--- config.mk ---
export PLATFORM = sky130hd
export DESIGN_NAME = pac_input_ctrl_flat
export DESIGN_NICKNAME = d
export VERILOG_FILES = /design/src/rtl/pac_input_ctrl_if.sv /design/src/rtl/pac_input_ctrl.sv /design/src/flat_wrapper.sv
export SDC_FILE = /design/constraint.sdc
export NUM_CORES = 1
export LEC_CHECK = 0
export CAP_MARGIN = 20
export CORE_ASPECT_RATIO = 0.5
export CORE_MARGIN = 5
export CORE_UTILIZATION = 45
export CTS_CLUSTER_DIAMETER = 200
export DETAILED_ROUTE_END_ITERATION = 16
export PLACE_DENSITY_LB_ADDON = 0.3
export SLEW_MARGIN = 20
export SYNTH_ARGS = -nofsm -noshare
export SYNTH_HDL_FRONTEND = slang
export SYNTH_SLANG_ARGS = --single-unit
--- constraint.sdc ---
create_clock -name clk -period 2.8 [get_ports clk]
set_input_delay 0.28 -clock clk [delete_from_list [all_inputs] [get_ports clk]]
set_output_delay 0.28 -clock clk [all_outputs]
set_load 0.01 [all_outputs]
--- src/rtl/pac_input_ctrl_if.sv ---
// rtl/pac_input_ctrl_if.sv - keypad, heading and mouth signals of the Pac-Man input stage
interface pac_input_ctrl_if;
    logic       en;
    logic [3:0] keypad_col;
    logic [3:0] keypad_row;
    logic [1:0] dir;
    logic       dir_changed;
    logic       mouth_closed;

    modport master (
        output en,
        output keypad_col,
        input  keypad_row,
        input  dir,
        input  dir_changed,
        input  mouth_closed
    );

    modport slave (
        input  en,
        input  keypad_col,
        output keypad_row,
        output dir,
        output dir_changed,
        output mouth_closed
    );
endinterface

--- src/rtl/pac_input_ctrl.sv ---
// rtl/pac_input_ctrl.sv - 4x4 keypad scanner, direction debounce and mouth animation toggle
module pac_input_ctrl #(
    parameter int SCAN_DIV  = 2500,
    parameter int DEB_SCANS = 4,
    parameter int MOUTH_DIV = 5000000
) (
    input  logic             clk,
    input  logic             rst_n,
    pac_input_ctrl_if.slave  bus
);
    localparam int DW = (SCAN_DIV  > 1) ? $clog2(SCAN_DIV)      : 1;
    localparam int SW = $clog2(DEB_SCANS + 1);
    localparam int MW = (MOUTH_DIV > 1) ? $clog2(MOUTH_DIV)     : 1;

    localparam logic [DW-1:0] DWELL_LAST = DW'(SCAN_DIV - 1);
    localparam logic [SW-1:0] STABLE_MAX = SW'(DEB_SCANS);
    localparam logic [MW-1:0] MOUTH_LAST = MW'(MOUTH_DIV - 1);

    logic [1:0]    row_idx;
    logic [DW-1:0] dwell_cnt;
    logic [15:0]   snapshot;
    logic          frame_done;
    logic [2:0]    prev_cand;
    logic [SW-1:0] stable_cnt;
    logic [MW-1:0] mouth_cnt;

    logic          cand_valid;
    logic [1:0]    cand_code;
    logic [2:0]    cand;
    logic [SW-1:0] next_stable;
    logic [1:0]    next_row;

    assign next_row = row_idx + 2'd1;

    // Candidate packs {valid, code}; "none" is always 3'b000 so releases compare equal.
    always_comb begin
        cand_valid = 1'b1;
        cand_code  = 2'd0;
        unique case ({snapshot[1], snapshot[9], snapshot[4], snapshot[6]})
            4'b1000: cand_code = 2'd0;
            4'b0100: cand_code = 2'd1;
            4'b0010: cand_code = 2'd2;
            4'b0001: cand_code = 2'd3;
            default: cand_valid = 1'b0;
        endcase
        cand = cand_valid ? {1'b1, cand_code} : 3'b000;
        if (cand != prev_cand)
            next_stable = SW'(1);
        else if (stable_cnt == STABLE_MAX)
            next_stable = STABLE_MAX;
        else
            next_stable = stable_cnt + SW'(1);
    end

    always_ff @(posedge clk or negedge rst_n) begin
        if (!rst_n) begin
            row_idx        <= 2'd0;
            dwell_cnt      <= '0;
            snapshot       <= '0;
            frame_done     <= 1'b0;
            bus.keypad_row <= 4'b1110;
        end else begin
            frame_done <= 1'b0;
            if (dwell_cnt == DWELL_LAST) begin
                // Sampling at the end of the dwell lets the column lines settle.
                snapshot[{row_idx, 2'b00} +: 4] <= ~bus.keypad_col;
                frame_done     <= (row_idx == 2'd3);
                dwell_cnt      <= '0;
                row_idx        <= next_row;
                bus.keypad_row <= ~(4'b0001 << next_row);
            end else begin
                dwell_cnt <= dwell_cnt + DW'(1);
            end
        end
    end

    always_ff @(posedge clk or negedge rst_n) begin
        if (!rst_n) begin
            prev_cand       <= 3'b000;
            stable_cnt      <= '0;
            bus.dir         <= 2'd3;
            bus.dir_changed <= 1'b0;
        end else begin
            bus.dir_changed <= 1'b0;
            if (frame_done) begin
                prev_cand  <= cand;
                stable_cnt <= next_stable;
                if (next_stable == STABLE_MAX && cand_valid && cand_code != bus.dir) begin
                    bus.dir         <= cand_code;
                    bus.dir_changed <= 1'b1;
                end
            end
        end
    end

    always_ff @(posedge clk or negedge rst_n) begin
        if (!rst_n) begin
            mouth_cnt        <= '0;
            bus.mouth_closed <= 1'b0;
        end else if (!bus.en) begin
            mouth_cnt        <= '0;
            bus.mouth_closed <= 1'b0;
        end else if (mouth_cnt == MOUTH_LAST) begin
            mouth_cnt        <= '0;
            bus.mouth_closed <= ~bus.mouth_closed;
        end else begin
            mouth_cnt <= mouth_cnt + MW'(1);
        end
    end
endmodule

--- src/flat_wrapper.sv ---
// flat-port wrapper written by rule: the top's interface ports become plain ports
module pac_input_ctrl_flat 
#(
    parameter int SCAN_DIV  = 2500,
    parameter int DEB_SCANS = 4,
    parameter int MOUTH_DIV = 5000000
)
  (clk, rst_n, bus_en, bus_keypad_col, bus_keypad_row, bus_dir, bus_dir_changed, bus_mouth_closed);
  pac_input_ctrl_if bus_i ();
  input  logic clk;
  input  logic rst_n;
  input wire logic [$bits(bus_i.en)-1:0] bus_en;
  input wire logic [$bits(bus_i.keypad_col)-1:0] bus_keypad_col;
  output wire logic [$bits(bus_i.keypad_row)-1:0] bus_keypad_row;
  output wire logic [$bits(bus_i.dir)-1:0] bus_dir;
  output wire logic [$bits(bus_i.dir_changed)-1:0] bus_dir_changed;
  output wire logic [$bits(bus_i.mouth_closed)-1:0] bus_mouth_closed;
  assign bus_i.en = bus_en;
  assign bus_i.keypad_col = bus_keypad_col;
  assign bus_keypad_row = bus_i.keypad_row;
  assign bus_dir = bus_i.dir;
  assign bus_dir_changed = bus_i.dir_changed;
  assign bus_mouth_closed = bus_i.mouth_closed;
  pac_input_ctrl #(.SCAN_DIV(SCAN_DIV), .DEB_SCANS(DEB_SCANS), .MOUTH_DIV(MOUTH_DIV)) u_core (.clk(clk), .rst_n(rst_n), .bus(bus_i));
endmodule
# --- After elaboration in Yosys (flattened, before gate mapping) ---
# Cells that the tools add are included.
op_classes:
  add_sub_neg: 5
  eq_ne: 12
  shift: 3
  n_mux: 14
  n_bitwise: 3
  n_reduce_logical: 4
op_table:
  columns: ["op", "n"]
  rows:
  - ["23-bit two-way mux", 2]
  - ["23-bit by 1-bit adder with 23-bit output, second input constant", 1]
  - ["23-bit == test, second input constant", 1]
  - ["16-bit bitwise mux", 1]
  - ["4-bit by 6-bit variable shift with 16-bit output, first input constant", 1]
  - ["4-bit by 6-bit variable part select with 16-bit output", 1]
  - ["12-bit by 1-bit adder with 12-bit output, second input constant", 1]
  - ["12-bit == test, second input constant", 1]
  - ["12-bit two-way mux", 1]
  - ["3-bit two-way mux", 3]
  - ["4-bit NOT", 2]
  - ["3-bit == test, second input constant", 2]
  - ["1-bit two-way mux", 6]
  - ["4-bit negator with 6-bit output", 1]
  - ["2-bit one-hot mux with 3 select lines", 1]
  - ["4-bit by 1-bit == test with 1-bit output, second input constant", 1]
  - ["4-bit by 2-bit == test with 1-bit output, second input constant", 1]
  - ["4-bit by 3-bit == test with 1-bit output, second input constant", 1]
  - ["4-bit == test, second input constant", 1]
  - ["4-bit OR reduction", 1]
  - ["1-bit by 2-bit << shifter with 4-bit output, first input constant", 1]
  - ["3-bit by 1-bit adder with 3-bit output, second input constant", 1]
  - ["3-bit != test", 1]
  - ["2-bit by 1-bit adder with 2-bit output, second input constant", 1]
  - ["6 further kinds", 7]
totals:
  ff_bits: 68
  input_bits: 7
  out_inout_bits: 8
  elab_cells: 52

# --- Logic depth before layout (Yosys ltp) ---
# Gate-level depths: netlist of the first run.
logic_depth:
  ltp_word: 11
  ltp_mapped: 8

# --- Worst setup path after synthesis of the first run ---
# No wires, ideal clock.
synth_path:
  path_type: "reg-to-reg"
  startpoint: "reg u_core.snapshot[9]"
  endpoint: "reg u_core.bus.dir[0]"
  setup_time_ns: 0.082
  arrival_time_ns: 1.940
  required_ns: 2.718
  path_slack_ns: 0.778
  stages_incl_launch_ff: 8
  n_path_buf: 1
  period_less_slack_ns: 2.022
  cell_sequence: "dfrtp_1 buf_6 nor2b_4 a21oi_1 o31a_1 o22a_1 or4_4 mux2_4"
synth_between:
  elab_chain_len: 10
  word_cells_on_any_way: 15
  cone_classes: "eq/ne: 7; mux: 4; reduce/logical: 4"
synth_rtl:
  columns: ["item", "line", "text"]
  rows:
  - ["start: declaration", "pac_input_ctrl.sv:21", "logic [15:0] snapshot;"]
  - ["start signal: indexed assignment", "pac_input_ctrl.sv:66", "snapshot[{row_idx, 2'b00} +: 4] <= ~bus.keypad_col;"]
  - ["4-bit == test, or another cell as far along", "pac_input_ctrl.sv:39", "unique case ({snapshot[1], snapshot[9], snapshot[4], snapshot[6]})"]
  - ["4-bit OR reduction (no source line)", null, null]
  - ["1-bit two-way mux", "pac_input_ctrl.sv:39", null]
  - ["3-bit two-way mux", "pac_input_ctrl.sv:46", "cand = cand_valid ? {1'b1, cand_code} : 3'b000;"]
  - ["3-bit != test", "pac_input_ctrl.sv:47", "if (cand != prev_cand)"]
  - ["3-bit two-way mux", "pac_input_ctrl.sv:47", null]
  - ["3-bit == test", "pac_input_ctrl.sv:88", "if (next_stable == STABLE_MAX && cand_valid && cand_code != bus.dir) begin"]
  - ["1-bit logical AND (2 in a row)", "pac_input_ctrl.sv:88", null]
  - ["2-bit AND reduction (no source line)", null, null]
  - ["end signal: assignment", "pac_input_ctrl.sv:89", "bus.dir <= cand_code;"]
  - ["end: declaration", "pac_input_ctrl_if.sv:23", "output dir,"]
# Several ways; a longest one is shown, not always the timed one.
# A chain may end at the register's enable or synchronous reset.

# --- Worst setup path in the final report of the first run ---
# Same ends and word-level chain as after synthesis.

==> qor.csv, run 1 <==
stage,metric,value,unit
sta,relSlewSlack,0.611,
layout,drive_gt1_frac,0.0973,
die,rows,20,
synth,syn_avg_cell_area,10.0,sq um
synth,yosysSeqAreaShare,0.500,
die,core,0.00606,sq mm
hold_path,min_path_type,in2async,
clock_tree,htree_levels,2,
die,start_util,0.464,
sta,tightestPinTransition,0.583,ns
place,io_buffers,13,
sta,rsz0062_at_grt,no,
setup_path,worstPathArrival,2.44,ns
synth,ys_async_sr_fraction,1.00,
pwr,power_density,487,mW/mm^2
layout,fin_area,0.00321,sq mm
global_route,grt_pass1_wl,9.22,mm
clock_tree,clkSlewWorstSetupHoldPaths,0.07,ns
setup_path,crit_fanout,10,
setup_path,path_class,reg2reg,
routing,drc,0,
synth,ys_types,44,
synth,syn_inst,280,
global_route,grt_max_degree,28,
clock_tree,cts_setup_buffers,0,
run_status,violations,negative hold slack,
clock_tree,cts_tree,built,
routing,vias,1996,
routing,wire_per_inst,12.8,microns
sta,min_period_over_period,0.796,
global_route,antenna_found_initial,0,
sta,fin_crit,2.23,ns
synth,yosysTopAreaCell,dfrtp_1,
layout,ff_latch_area,0.00141,sq mm
synth,synth_top_cells_by_area,"dfrtp_1 (45%), xnor2_1 (6.5%), nor2_1 (5.5%)",
routing,via_per_inst,5.17,
synth,yosysWarnings,0,
run_status,status,"finished, violations left",
place,place_area,0.00305,sq mm
sta,whs,-0.00828,ns
setup_path,crit_path_end_kind,register,
pwr,leakage,1.38,nW
die,ios,15,
synth,synth_top_area_frac,0.454,
layout,fillers,527,
clock_tree,ctsHoldBuffers,0,
global_route,grt_pass1_vias,2026,
sta,hold_violations,23,
routing,drt-pass1-iter-count,4,
flow_run,cap_viol_max_count,0,
synth,syn_nets,296,
die,die_h,65.9,microns
sta,finalClockSkew,0.00846,ns
synth,yosysMostFrequentCell,dfrtp_1,
synth,synth_edf_count,0,
sta,tns,0,ns
global_route,grt_use_total,0.142,
setup_path,start_kind,register,
clock_tree,cts.sinks,56,
pwr,irDropWorstVdd,0.242,mV
die,die_area,0.00803,sq mm
layout,multiInputGateArea,0.00133,sq mm
clock_tree,cts_inserted_buffers,5,
routing,drt_iter0_markers,126,
sta,maxSlewViolCount,0,
sta,fmax,449,MHz
clock_tree,clk_latency,0.29,ns
synth,synth-seq-cells,56,
clock_tree,clockBufferDepth,2,
layout,diodes,0,
clock_tree,post_cts_resized,0,
place,gp_congestion,0.871,
die,die_width,122,microns
clock_tree,root_buffer,clkbuf_16,
place,dp_hpwl,3.51,mm
layout,syn2layout_area_growth,14.1,%
setup_path,cp.required,3.01,ns
sta,setup_violations,0,
layout,layout.nets,313,
synth,synth_top_flop_cell,dfrtp_1,
synth,yosys-top-cells-count,"dfrtp_1 (51), nor2_1 (41), xnor2_1 (21)",
routing,routed_wl,4.96,mm
synth,synth_area,0.00281,sq mm
global_route,gr-total-overflow,0,
routing,ant_nets,0,
-- power by group --
part,total (mW),internal (mW),switching (mW)
clock network,0.687,0.421,0.266
registers,0.821,0.814,0.00730
logic,0.0543,0.0201,0.0342
-- final timing paths --
| kind | startpoint | to | slack, ns | cells past startpoint |
|---|---|---|---|---|
| min in group clk | u_core.bus.keypad_row[1]$_DFFE_PN1N_ | u_core.bus.keypad_row[1]$_DFFE_PN1N_ | 0.47 | 2 |
| max | u_core.snapshot[9]$_DFFE_PN0P_ | u_core.bus.dir[0]$_DFFE_PN1P_ | 0.57 | 6 |
| max reg2reg | u_core.snapshot[9]$_DFFE_PN0P_ | u_core.bus.dir[0]$_DFFE_PN1P_ | 0.57 | 6 |
| min reg2reg | u_core.bus.keypad_row[1]$_DFFE_PN1N_ | u_core.bus.keypad_row[1]$_DFFE_PN1N_ | 0.47 | 2 |
| min | rst_n | u_core.mouth_cnt[7]$_DFF_PN0_ | -0.008 | 1 |
| max in group asynchronous | rst_n | u_core.bus.dir[0]$_DFFE_PN1P_ | 2.08 | 2 |
-- cells by family (layout without fill, tap and decap cells) --
logic type / Yosys count / after routing / share of synthesized area
mux: 6 / 6 / 0.0262
xor+xnor: 36 / 36 / 0.112
fa+ha+maj: 9 / 9 / 0.0400
simple gates: 126 / 126 / 0.233
buf+inv: 18 / 36 / 0.0276
flops: 56 / 56 / 0.500
compound gates: 29 / 29 / 0.0609
-- through the flow --
| step | hold WS, ns | total power, mW | instances | worst slack (ns) | util |
|---|---|---|---|---|---|
| floorplan | -0.0156 | 0.861 | 280 | 0.778 | - |
| global placement | 0.303 | 0.890 | 378 | 0.639 | 0.503 |
| detailed placement | 0.317 | 0.892 | 378 | 0.583 | 0.503 |
| CTS | 0.00407 | 1.59 | 386 | 0.565 | 0.530 |
| global route | 0.0369 | 1.63 | 386 | 0.446 | 0.530 |
| finish | -0.00828 | 1.56 | 386 | 0.571 | 0.530 |
-- metal layers --
layer,global-route usage,up-vias,part of all wire
met2,0.243,23,0.47
met1,0.176,975,0.48
met5,0,-,0
met4,0.0545,0,0.018
met3,0.0316,7,0.027
li1,-,991,-
-- layout make-up --
type,count,area share
Inverter,10,0.0117
Clock inverter,2,0.0109
Multi-Input combinational cell,206,0.414
Sequential cell,56,0.439
Clock buffer,6,0.0402
Tap cell,88,0.0343
Timing Repair Buffer,18,0.0507
-- cell usage in the layout, fill, tap and decap left out, types with 2 or more instances in the layout --
cell type / synthesis / routed
or3_1: 2 / 2
and4_1: 2 / 2
nor2_1: 41 / 41
dfrtp_1: 51 / 51
mux2_2: 3 / 3
ha_1: 9 / 9
clkbuf_16: 0 / 5
nor2b_1: 4 / 4
inv_1: 10 / 10
xor2_1: 15 / 15
nand2_1: 20 / 20
nand3_1: 16 / 16
nor3_1: 6 / 6
nand4_1: 7 / 7
clkdlybuf4s50_1: 0 / 12
mux2_4: 2 / 2
and3_1: 9 / 9
buf_4: 0 / 5
xnor2_1: 21 / 21
and2_1: 4 / 4
nor4b_1: 3 / 3
o21ai_1: 3 / 3
a31oi_1: 3 / 3
a21o_1: 2 / 2
o21ai_0: 8 / 8
a21oi_1: 8 / 8
or4b_1: 2 / 2
dfstp_2: 5 / 5
-- flip-flops by register name, indices dropped and copies added, names as in the netlist --
register / cells
u_core.frame_done: 1
u_core.bus.mouth_closed: 1
u_core.dwell_cnt: 12
u_core.row_idx: 2
u_core.snapshot: 4
u_core.mouth_cnt: 23
u_core.stable_cnt: 3
u_core.bus.dir: 2
u_core.bus.dir_changed: 1
u_core.prev_cand: 3
u_core.bus.keypad_row: 4
-- critical path, stage by stage, from the launching register on --
cell,delay [ns]
dfrtp_1,0.53
nor2b_4,0.22
a21oi_1,0.07
o31a_1,0.23
o22a_1,0.22
or4_4,0.57
mux2_4,0.31
Note: power is estimated with default switching activity, not from simulation.
==> inputs of run 2 (changes only) <==
clock period = 1.8 ns   (was 2.8 ns; I/O delays follow)
==> qor.csv, run 2 (synthesized netlist as in run 1, its figures left out) <==
stage,metric,value,unit
hold_path,min_path_type,in2async,
place,dp_hpwl,3.88,mm
routing,ant_nets,0,
layout,layout.nets,354,
clock_tree,cts_tree,built,
setup_path,worst-path-buf-inv,3,
place,io_buffers,13,
routing,m1WireLength,2.47,mm
layout,postLayoutCoreUtil,0.604,
die,die_width,122,microns
sta,min_period_over_period,1.09,
die,rows,20,
routing,top_layer_used,met4,
routing,drt_iter0_markers,111,
global_route,antenna_found_initial,0,
clock_tree,htree_levels,2,
sta,maxSlewViolCount,0,
run_status,violations,negative setup slack,
sta,setup_violations,4,
setup_path,cpPeakStageDelay,0.57,ns
setup_path,crit_path_top_delay_cell,or4_4,
pwr,irDropWorstVdd,0.375,mV
place,gp_congestion,0.846,
place,pre_cts_ws,-0.194,ns
setup_path,path_class,reg2reg,
clock_tree,clkSlewWorstSetupHoldPaths,0.06,ns
die,die_area,0.00803,sq mm
layout,diodes,0,
sta,tightestPinTransition,0.463,ns
setup_path,crit_chain,inv_2 > buf_4 > buf_4 > nand2_2 > and3_1 > nand3_1 > or4_4 > mux2_4,
setup_path,start_kind,register,
flow_run,cap_viol_max_count,0,
routing,routed_wl,5.46,mm
die,die_h,65.9,microns
sta,fin_ws,-0.159,ns
clock_tree,cts_inserted_buffers,5,
layout,largestRegisters,"u_core.mouth_cnt (23), u_core.dwell_cnt (12)",
layout,layout_common_cells,"dfrtp_1 (49), nor2_1 (41), buf_4 (41)",
global_route,grt_pass1_wl,9.45,mm
global_route,grt_use_total,0.149,
sta,fmax,510,MHz
routing,wire_per_inst,12.8,microns
layout,drive_gt1_frac,0.265,
die,ios,15,
setup_path,r2r_end,u_core.bus.dir[0]$_DFFE_PN1P_,
die,start_util,0.464,
routing,drc,0,
setup_path,worstPathArrival,2.17,ns
run_status,status,"finished, violations left",
setup_path,reg2reg_depth,8,
layout,largest_reg_flops,23,
setup_path,r2r_start,u_core.stable_cnt[0]$_DFFE_PN0P_,
sta,rsz0062_at_grt,yes,
layout,syn2layout_area_growth,29.9,%
pwr,power_density,670,mW/mm^2
setup_path,crit_path_end_kind,register,
routing,wl_met2,2.70,mm
routing,via_per_inst,4.96,
die,core,0.00606,sq mm
pwr,leakage,1.65,nW
global_route,grt_pass1_vias,2107,
layout,final_common_cell,dfrtp_1,
clock_tree,cts.sinks,56,
setup_path,crit_family,simple AND/OR/NAND/NOR gates,
sta,relSlewSlack,0.691,
global_route,gr-total-overflow,0,
layout,top_register,u_core.mouth_cnt,
setup_path,crit_fanout,3,
global_route,grt_max_degree,38,
routing,vias,2118,
clock_tree,root_buffer,clkbuf_16,
sta,hold_violations,0,
routing,drt-pass1-iter-count,5,
setup_path,cp.required,2.01,ns
clock_tree,clk_latency,0.28,ns
setup_path,r2r_slack,-0.16,ns
routing,wl_met3,182,microns
clock_tree,clockBufferDepth,2,
setup_path,cp_common_cell,buf_4,
sta,fin_crit,1.96,ns
sta,finalClockSkew,0.00261,ns
-- run 2: cell types whose count changed in the layout (fill, tap and decap cells not counted), moves of 3 or more --
cell	previous run	this run
buf_4	5	41
ha_1	9	6
nand2_1	20	17
nor3_1	6	2
-- run 2: how the worst max path moves through the flow --
stage	start	end	slack (ns)	depth (start not counted)
after floorplan	u_core.snapshot[9]$_DFFE_PN0P_	u_core.bus.dir[0]$_DFFE_PN1P_	-0.10	7
after global placement	u_core.snapshot[9]$_DFFE_PN0P_	u_core.bus.dir[1]$_DFFE_PN1P_	-0.15	7
after detailed placement	u_core.stable_cnt[0]$_DFFE_PN0P_	u_core.bus.dir[0]$_DFFE_PN1P_	-0.19	8
after CTS	u_core.snapshot[9]$_DFFE_PN0P_	u_core.bus.dir[0]$_DFFE_PN1P_	-0.15	6
after global routing	u_core.stable_cnt[0]$_DFFE_PN0P_	u_core.bus.dir[0]$_DFFE_PN1P_	-0.22	8
final	u_core.stable_cnt[0]$_DFFE_PN0P_	u_core.bus.dir[0]$_DFFE_PN1P_	-0.16	8
-- run 2: final cells by class --
cell class | instances | area, sq um
inverters | 10 | 37.5
clock buffers | 6 | 129
flip-flops and latches | 56 | 1410
well taps | 88 | 110
clock inverters | 2 | 35.0
fillers | 509 | 2400
multi-input cells | 206 | 1430
repair buffers | 59 | 505
-- run 2: metal layers --
layer  up-vias  global-route usage
met2        28               0.255
li1       1069                   -
met4         0              0.0684
met5         -                   0
met3        10              0.0350
met1      1011               0.181
-- run 2: report_power, final --
group          total [mW]  internal (mW)  switching (mW)
logic               0.113         0.0507          0.0626
registers            1.28           1.27         0.00989
clock network        1.06          0.654           0.404
total                2.45           1.97           0.476
-- run 2: what timing repair did --
item	4_1_cts	5_1_grt
resized for setup	19	11
endpoints found under the setup margin	11	33
pin swaps	2	7
setup buffers	2	5
hold endpoints to repair	19	0
hold buffers	1	0
gates cloned	0	0
-- run 2: metrics by stage --
step           hold slack [ns]  TNS [ns]  cell area (sq um)  std cells  power, mW
2_1_floorplan           -0.116    -0.208               2820        280       1.34
3_3_place_gp             0.149    -0.540               3320        411       1.41
3_5_place_dp             0.154    -0.759               3320        411       1.41
4_1_cts                  0.383    -0.319               3570        422       2.48
5_1_grt                  0.416     -1.02               3650        427       2.56
6_report                 0.380    -0.447               3650        427       2.45
==> inputs of run 3 (changes only) <==
CELL_PAD_IN_SITES_DETAIL_PLACEMENT = 0   (was default)
CELL_PAD_IN_SITES_GLOBAL_PLACEMENT = 2   (was default)
CORE_UTILIZATION = 42   (was 45)
CTS_CLUSTER_SIZE = 25   (was default)
clock period = 2.45 ns   (was 1.8 ns; I/O delays follow)
==> qor.csv, run 3 (synthesized netlist as in run 1, its figures left out) <==
stage,metric,value,unit
clock_tree,htree_levels,2,
routing,routed_wl,4.85,mm
layout,fin_area,0.00320,sq mm
clock_tree,root_buffer,clkbuf_16,
pwr,sw_frac_of_total,0.206,
layout,final_common_cell,dfrtp_1,
routing,ant_nets,0,
pwr,switchingPower,0.354,mW
clock_tree,post_cts_resized,0,
die,die_h,67.9,microns
pwr,clock_power_share,0.416,
sta,setup_violations,0,
global_route,grt_pass1_vias,1990,
clock_tree,clockBufferDepth,2,
die,die_area,0.00853,sq mm
setup_path,crit_fanout,10,
die,start_util,0.426,
pwr,internal-power,1.36,mW
die,core,0.00660,sq mm
clock_tree,cts_inserted_buffers,5,
sta,whs,0.0723,ns
setup_path,worstPathArrival,2.46,ns
clock_tree,clk_latency,0.29,ns
sta,hold_violations,0,
global_route,grt_use_total,0.129,
sta,tightestPinTransition,0.695,ns
sta,fin_crit,2.24,ns
layout,top_register,u_core.mouth_cnt,
place,io_buffers,13,
pwr,seqPwrFrac,0.547,
clock_tree,cts_setup_buffers,0,
sta,finalClockSkew,0.00303,ns
die,rows,21,
layout,largest_reg_flops,23,
place,dp_cells,382,
routing,drc,0,
layout,layout.nets,313,
pwr,power_density,537,mW/mm^2
pwr,leakage,1.37,nW
layout,diodes,0,
layout,syn2layout_area_growth,13.7,%
global_route,antenna_found_initial,0,
layout,postLayoutCoreUtil,0.485,
place,gp_congestion,0.842,
sta,fmax,446,MHz
routing,via_per_inst,4.96,
place,place_area,0.00305,sq mm
flow_run,cap_viol_max_count,0,
pwr,pwr-share-comb,0.037,
sta,maxSlewViolCount,0,
sta,tns,0,ns
setup_path,path_class,reg2reg,
sta,min_period_over_period,0.915,
clock_tree,clkSlewWorstSetupHoldPaths,0.07,ns
layout,layout_common_cells,"dfrtp_1 (51), nor2_1 (41), xnor2_1 (21)",
global_route,gr-total-overflow,0,
routing,vias,1933,
global_route,grt_max_degree,57,
die,die_width,126,microns
clock_tree,cts_tree,built,
routing,drt_iter0_markers,150,
die,ios,15,
routing,wire_per_inst,12.4,microns
setup_path,crit_path_end_kind,register,
layout,fillers,647,
pwr,irDropWorstVdd,0.259,mV
setup_path,cp.required,2.67,ns
layout,drive_gt1_frac,0.0940,
setup_path,start_kind,register,
sta,rsz0062_at_grt,no,
place,dp_hpwl,3.41,mm
hold_path,min_path_type,in2async,
run_status,status,"complete, no violations",
layout,final_cells,390,
routing,drt-pass1-iter-count,4,
layout,largestRegisters,"u_core.mouth_cnt (23), u_core.dwell_cnt (12)",
clock_tree,ctsHoldBuffers,0,
global_route,grt_pass1_wl,8.86,mm
sta,relSlewSlack,0.536,
clock_tree,cts.sinks,56,
run 3: path summary, 6_finish.rpt:
path	start	endpoint	slack, ns	cells past startpoint
worst max-delay path	u_core.snapshot[9]$_DFFE_PN0P_	u_core.bus.dir[0]$_DFFE_PN1P_	0.21	6
worst min register to register	u_core.mouth_cnt[0]$_DFF_PN0_	u_core.mouth_cnt[0]$_DFF_PN0_	0.48	1
worst max register to register	u_core.snapshot[9]$_DFFE_PN0P_	u_core.bus.dir[0]$_DFFE_PN1P_	0.21	6
worst min-delay path	rst_n	u_core.mouth_cnt[9]$_DFF_PN0_	0.07	2
min in group clk	u_core.mouth_cnt[0]$_DFF_PN0_	u_core.mouth_cnt[0]$_DFF_PN0_	0.48	1
max in group asynchronous	rst_n	u_core.bus.dir_changed$_DFF_PN0_	1.91	2
run 3: per-layer routing:
layer | up-vias | track usage | wire length [microns]
li1 | 989 | - | -
met1 | 924 | 0.156 | 2380
met2 | 15 | 0.230 | 2270
met3 | 5 | 0.0288 | 117
met4 | 0 | 0.0561 | 81
met5 | - | 0 | 0
run 3: layout make-up:
type,count,area [sq um],share of cell area
clock buffers,8,146,0.0458
inverters,10,37.5,0.0117
multi-input cells,206,1330,0.415
flip-flops and latches,56,1410,0.440
well taps,92,115,0.0360
repair buffers,18,163,0.0509
run 3: power groups by stage:
stage | Clock [mW] | Sequential, mW | Combinational, mW
floorplan | 0 | 0.951 | 0.0328
global placement | 0 | 0.955 | 0.0647
detailed placement | 0 | 0.955 | 0.0659
CTS | 0.748 | 0.938 | 0.0659
global route | 0.778 | 0.939 | 0.0734
finish | 0.714 | 0.938 | 0.0634
run 3: metrics by stage:
| step | setup slack (ns) | total power [mW] |
|---|---|---|
| detailed placement | 0.234 | 1.02 |
| floorplan | 0.428 | 0.984 |
| global route | 0.153 | 1.79 |
| finish | 0.207 | 1.72 |
| global placement | 0.269 | 1.02 |
| CTS | 0.226 | 1.75 |
run 3: critical path: stages (launching register included):
cell and delay (ns):
dfrtp_1 0.52, nor2b_4 0.22, a21oi_1 0.07, o31a_1 0.25
o22a_1 0.23, or4_4 0.57, mux2_4 0.31
